`src/rtl/stim_sequencer.sv`:
```
// rtl/stim_sequencer.sv - programmable stimulation pulse-train sequencer
// Optional biphasic NEG phase and stim_neg output enabled by STIM_BIPHASIC_EN.
module stim_sequencer #(
   parameter int CNT_W = 16,
   parameter int NUM_W = 8
) (
   input  logic             clk,
   input  logic             rst,
   input  logic             cfg_we,
   input  logic [1:0]       cfg_addr,
   input  logic [CNT_W-1:0] cfg_wdata,
   input  logic             start,
   input  logic             abort,
   output logic             busy,
   output logic             done,
   output logic             stim_out,
`ifdef STIM_BIPHASIC_EN
   output logic             stim_neg,
`endif
   output logic [NUM_W-1:0] pulse_idx
);

   localparam logic [CNT_W-1:0] ONE_C = CNT_W'(1);
   localparam logic [NUM_W-1:0] ONE_N = NUM_W'(1);

   typedef enum logic [2:0] {
      S_IDLE,
      S_DELAY,
      S_PULSE,
      S_GAP,
      S_DONE
`ifdef STIM_BIPHASIC_EN
      , S_NEG
`endif
   } state_t;

   state_t           state_q;
   logic [CNT_W-1:0] width_q, width_d;
   logic [CNT_W-1:0] gap_q, gap_d;
   logic [NUM_W-1:0] count_q, count_d;
   logic [CNT_W-1:0] delay_q, delay_d;

   logic [CNT_W-1:0] width_sh_q;
   logic [CNT_W-1:0] gap_rl_sh_q;
   logic [NUM_W-1:0] last_idx_sh_q;
   logic [CNT_W-1:0] cnt_q;
   logic [NUM_W-1:0] idx_q;
   logic             busy_q;
   logic             done_q;
   logic             stim_q;
   logic             neg_q;

   always_comb begin
      width_d = width_q;
      gap_d   = gap_q;
      count_d = count_q;
      delay_d = delay_q;
      if (cfg_we && (state_q == S_IDLE)) begin
         case (cfg_addr)
            2'd0: width_d = cfg_wdata;
            2'd1: gap_d   = cfg_wdata;
            2'd2: count_d = cfg_wdata[NUM_W-1:0];
            2'd3: delay_d = cfg_wdata;
         endcase
      end
   end

   always_ff @(posedge clk or negedge rst) begin
      if (!rst) begin
         width_q <= '0;
         gap_q   <= '0;
         count_q <= '0;
         delay_q <= '0;
      end else begin
         width_q <= width_d;
         gap_q   <= gap_d;
         count_q <= count_d;
         delay_q <= delay_d;
      end
   end

   // Counters hold "remaining cycles minus one"; a phase ends on the cycle cnt_q is zero.
   always_ff @(posedge clk or negedge rst) begin
      if (!rst) begin
         state_q       <= S_IDLE;
         width_sh_q    <= '0;
         gap_rl_sh_q   <= '0;
         last_idx_sh_q <= '0;
         cnt_q         <= '0;
         idx_q         <= '0;
         busy_q        <= 1'b0;
         done_q        <= 1'b0;
         stim_q        <= 1'b0;
         neg_q         <= 1'b0;
      end else begin
         case (state_q)
            S_IDLE: begin
               if (start && !abort) begin
                  width_sh_q    <= width_q;
                  gap_rl_sh_q   <= (gap_q == '0) ? '0 : gap_q - ONE_C;
                  last_idx_sh_q <= count_q - ONE_N;
                  if ((count_q == '0) || (width_q == '0)) begin
                     state_q <= S_DONE;
                     done_q  <= 1'b1;
                  end else begin
                     idx_q  <= '0;
                     busy_q <= 1'b1;
                     if (delay_q != '0) begin
                        state_q <= S_DELAY;
                        cnt_q   <= delay_q - ONE_C;
                     end else begin
                        state_q <= S_PULSE;
                        stim_q  <= 1'b1;
                        cnt_q   <= width_q - ONE_C;
                     end
                  end
               end
            end
            S_DELAY: begin
               if (abort) begin
                  state_q <= S_IDLE;
                  busy_q  <= 1'b0;
               end else if (cnt_q != '0) begin
                  cnt_q <= cnt_q - ONE_C;
               end else begin
                  state_q <= S_PULSE;
                  stim_q  <= 1'b1;
                  cnt_q   <= width_sh_q - ONE_C;
               end
            end
            S_PULSE: begin
               if (abort) begin
                  state_q <= S_IDLE;
                  busy_q  <= 1'b0;
                  stim_q  <= 1'b0;
               end else if (cnt_q != '0) begin
                  cnt_q <= cnt_q - ONE_C;
               end else begin
                  stim_q <= 1'b0;
`ifdef STIM_BIPHASIC_EN
                  state_q <= S_NEG;
                  neg_q   <= 1'b1;
                  cnt_q   <= width_sh_q - ONE_C;
`else
                  if (idx_q == last_idx_sh_q) begin
                     state_q <= S_DONE;
                     busy_q  <= 1'b0;
                     done_q  <= 1'b1;
                  end else begin
                     state_q <= S_GAP;
                     cnt_q   <= gap_rl_sh_q;
                  end
`endif
               end
            end
`ifdef STIM_BIPHASIC_EN
            S_NEG: begin
               if (abort) begin
                  state_q <= S_IDLE;
                  busy_q  <= 1'b0;
                  neg_q   <= 1'b0;
               end else if (cnt_q != '0) begin
                  cnt_q <= cnt_q - ONE_C;
               end else begin
                  neg_q <= 1'b0;
                  if (idx_q == last_idx_sh_q) begin
                     state_q <= S_DONE;
                     busy_q  <= 1'b0;
                     done_q  <= 1'b1;
                  end else begin
                     state_q <= S_GAP;
                     cnt_q   <= gap_rl_sh_q;
                  end
               end
            end
`endif
            S_GAP: begin
               if (abort) begin
                  state_q <= S_IDLE;
                  busy_q  <= 1'b0;
               end else if (cnt_q != '0) begin
                  cnt_q <= cnt_q - ONE_C;
               end else begin
                  state_q <= S_PULSE;
                  stim_q  <= 1'b1;
                  idx_q   <= idx_q + ONE_N;
                  cnt_q   <= width_sh_q - ONE_C;
               end
            end
            S_DONE: begin
               state_q <= S_IDLE;
               done_q  <= 1'b0;
            end
            default: begin
               state_q <= S_IDLE;
               busy_q  <= 1'b0;
               done_q  <= 1'b0;
               stim_q  <= 1'b0;
               neg_q   <= 1'b0;
            end
         endcase
      end
   end

   assign busy      = busy_q;
   assign done      = done_q;
   assign stim_out  = stim_q;
   assign pulse_idx = idx_q;
`ifdef STIM_BIPHASIC_EN
   assign stim_neg  = neg_q;
`else
   logic unused_neg;
   assign unused_neg = neg_q;
`endif

endmodule

```
`config.mk`:
```
export PLATFORM = sky130hd
export DESIGN_NAME = stim_sequencer
export DESIGN_NICKNAME = d
export VERILOG_FILES = /design/src/rtl/stim_sequencer.sv
export SDC_FILE = /design/constraint.sdc
export NUM_CORES = 1
export LEC_CHECK = 0
export ABC_AREA = 1
export BUFFER_PORTS_ARGS = -buffer_cell sky130_fd_sc_hd__buf_2
export CAP_MARGIN = 0
export CORE_MARGIN = 5
export CORE_UTILIZATION = 55
export DETAILED_ROUTE_END_ITERATION = 8
export PLACE_DENSITY_LB_ADDON = 0.25
export RECOVER_POWER = 50
export SKIP_LAST_GASP = 1
export SYNTH_ARGS = -nofsm -noshare
export SYNTH_HDL_FRONTEND = slang
export SYNTH_SLANG_ARGS = --single-unit
```
`constraint.sdc`:
```
create_clock -name clk -period 2.58 [get_ports clk]
set_input_delay 0.258 -clock clk [delete_from_list [all_inputs] [get_ports clk]]
set_output_delay 0.258 -clock clk [all_outputs]
set_load 0.01 [all_outputs]
```
==> metrics.cfg <==
[logic_synthesis]
ys_seq_area_share_pct = 42.67
ys_ff_latch = 126
ys_types = 41
synth_top_cell_by_area = dfrtp_1
synth_top_area_share_pct = 42.67
syn_inst = 986
ys_warn_count = 0
synthTopCellsByArea = dfrtp_1 43%, nand2_1 13%, o21ai_0 7.6%, inv_1 5.9%, nor2_1 5.2%
synthArstFlopShare_pct = 100.0
syn_area_sq_um = 7390
synth_ff_type = dfrtp_1
avgSynthCellArea_sq_um = 7.495
synth-edff-count = 0
mappedNetlistNets = 1016

[clocking]
cts_num_sinks = 126
clock_latency_ns = 0.42
cts_buffers = 17
cts_tree = done
root_buffer = clkbuf_16
clk_pin_slew_worst_paths_ns = 0.07
cts_buffer_depth = 2
htreeDepth = 4

[sta]
fin_tns_setup_ns = 0
hold_viol_final = 0
final.setup_skew_ns = 0.008187
finalCriticalPeriod_ns = 2.383
max_freq_ghz = 0.4196
finalSetupViolCount = 0
rsz0062_at_grt = false
finalCritPeriodShare_pct = 92.36
max_slew_margin_pct = 13.76
worst_pin_slew_ns = 1.294
drv_slew = 0
hold_ws_ns = 0.09117

[routing]
vias = 6747
first_pass_iters = 5
remaining_drc_errors = 0
via_per_inst = 5.535
wl_per_cell_um = 16.37
drt-initial-drc-count = 573
drt-total-wl_mm = 19.95
drt.antenna.violating_nets = 0

[worst_setup_path]
path_class = flop to flop
endpoint_kind = flop
cp-start-kind = flop
required_ns = 2.88
worst-path-max-fanout = 23
cp_cell_sequence = inv_1 -> ha_1 -> nand3_1 -> nor2_1 -> nand2_1 -> o21ai_1 -> nand2_1 -> nand3_2 -> buf_4 -> nand2_1 -> a21boi_1
crit_top_cell = nand2_1
cp_slowest_cell = dfrtp_1
crit_path_max_incr_delay_ns = 0.36
arrival_ns = 2.68

[global_routing]
grt_pass1_wl_mm = 32.46
antenna_found_initial = 0
grt_max_degree = 53
grt_remaining_overflow = 0
grt_pass1_vias = 6259
grtUsageTotal_pct = 25.81

[place]
numPlacedInstances = 1185
io_buffer_count = 33
hpwl_mm = 15.00
place.gp.congestion = 0.9033
place_area_sq_um = 7782

[layout]
fin_nets = 1060
finalInstanceArea_sq_um = 8344
area_growth_pct = 12.92
num_antenna_cells = 0
drive_above_1_share_pct = 12.18
instances_no_fill = 1219

[outcome]
status = complete, no violations

[floorplanning]
die_y_um = 125.9
die_w_um = 125.9
coreArea_sq_um = 13190
dieArea_sq_um = 15850
pin_count = 34
start_util_pct = 56.02
num_rows = 42

[job]
max_cap_violations = 0

[pwr]
fin_total_pwr_w = 0.01060
ir_worst_vdd_mv = 0.8192
leakagePower_nw = 3.921
power.density_nw_per_um2 = 1270

[min_path]
hold_class = input port to flop

-- per-layer routing --
metal,vias to the layer above,global-route usage [%],share of wire [%]
met1,3144,36.08,44
li1,3283,-,-
met2,269,38.40,45
met4,0,11.55,3.5
met3,51,6.054,7.2
met5,-,0,0
-- kinds of logic after synthesis --
kind of cell | after synthesis | synth area share [%]
simple gates | 479 | 28.02
compound gates | 163 | 12.34
buf+inv | 151 | 8.229
flops | 126 | 42.67
xor+xnor | 47 | 5.571
mux | 13 | 1.981
fa+ha+maj | 7 | 1.185
-- power by group --
part | internal [W] | switching [W] | leakage [nW]
Clock | 0.00128 | 0.00104 | 0.276
Sequential | 0.00290 | 0.000840 | 1.54
Combinational | 0.00157 | 0.00297 | 2.11
-- path summary, 6_finish.rpt --
| check | slack [ns] | to | depth (start not counted) | from |
|---|---|---|---|---|
| setup reg to reg | 0.20 | cnt_q[10]$_DFFE_PN0P_ | 11 | count_q[0]$_DFFE_PN0P_ |
| hold / removal | 0.09 | delay_q[8]$_DFFE_PN0P_ | 3 | cfg_wdata[8] |
| setup / recovery | 0.20 | cnt_q[10]$_DFFE_PN0P_ | 11 | count_q[0]$_DFFE_PN0P_ |
| hold reg to reg | 0.48 | width_sh_q[1]$_DFFE_PN0P_ | 2 | width_q[1]$_DFFE_PN0P_ |
| max in group asynchronous | 0.47 | width_q[12]$_DFFE_PN0P_ | 3 | rst |
| min in group asynchronous | 0.65 | count_q[2]$_DFFE_PN0P_ | 2 | rst |
-- repair_timing --
action                                  4_1_cts  5_1_grt
endpoints found under the setup margin        0        4
hold buffers                                  1        0
buffers inserted                              0        1
resized for setup                             0        2
hold endpoints to repair                     48        0
-- layout make-up --
cell class              instances  area (sq um)
fillers                      1188          4846
multi-input cells             709          3649
flip-flops and latches        126          3153
inverters                     125         470.5
clock buffers                  17         425.4
repair buffers                 51         284.0
well taps                     176         220.2
clock inverters                15         142.6
-- sequential cells by signal, summed over array words and instances, names as in the netlist --
| name | count |
|---|---|
| busy | 1 |
| width_sh_q | 16 |
| last_idx_sh_q | 8 |
| pulse_idx | 8 |
| count_q | 8 |
| state_q | 3 |
| gap_rl_sh_q | 16 |
| cnt_q | 16 |
| stim_out | 1 |
| width_q | 16 |
| gap_q | 16 |
| delay_q | 16 |
| done | 1 |
-- cell usage after synthesis (6+ instances only) --
library cell,n
nand2_1,248
nand4_1,12
mux2_2,13
inv_2,7
a21boi_1,6
nor2_1,102
buf_2,14
nor3_1,15
ha_1,7
a21oi_1,10
xnor2_1,14
xor2_1,33
o22ai_1,8
inv_1,117
clkbuf_1,9
nor2_2,8
dfrtp_1,126
o21ai_0,112
nand3_1,74
-- per-stage QoR --
step | utilization (%) | setup slack [ns]
CTS | 63.38 | 0.1171
global route | 63.26 | 0.008419
global placement | 59.00 | 0.2252
finish | 63.26 | 0.1970
floorplan | - | 0.6488
detailed placement | 59.00 | 0.1467
-- critical path: cells and delay by family (launching register included) --
| family | cells | cell delay, ns |
|---|---|---|
| simple gates | 6 | 0.80 |
| compound gates | 2 | 0.50 |
| buf+inv | 2 | 0.39 |
| flops | 1 | 0.36 |
| fa+ha+maj | 1 | 0.20 |
-- cells in the final DEF, fill, tap and decap left out, types with 5 or more instances in the layout --
cell	count
a21boi_1	6
a21oi_1	10
buf_2	28
buf_4	13
clkbuf_1	7
clkbuf_16	17
dfrtp_1	126
ha_1	7
inv_1	117
inv_2	7
inv_6	5
mux2_2	13
nand2_1	248
nand3_1	74
nand4_1	12
nor2_1	101
nor2_2	9
nor3_1	13
o21ai_0	112
o22ai_1	8
xnor2_1	14
xor2_1	33
Power figures use the tool's default switching activity.
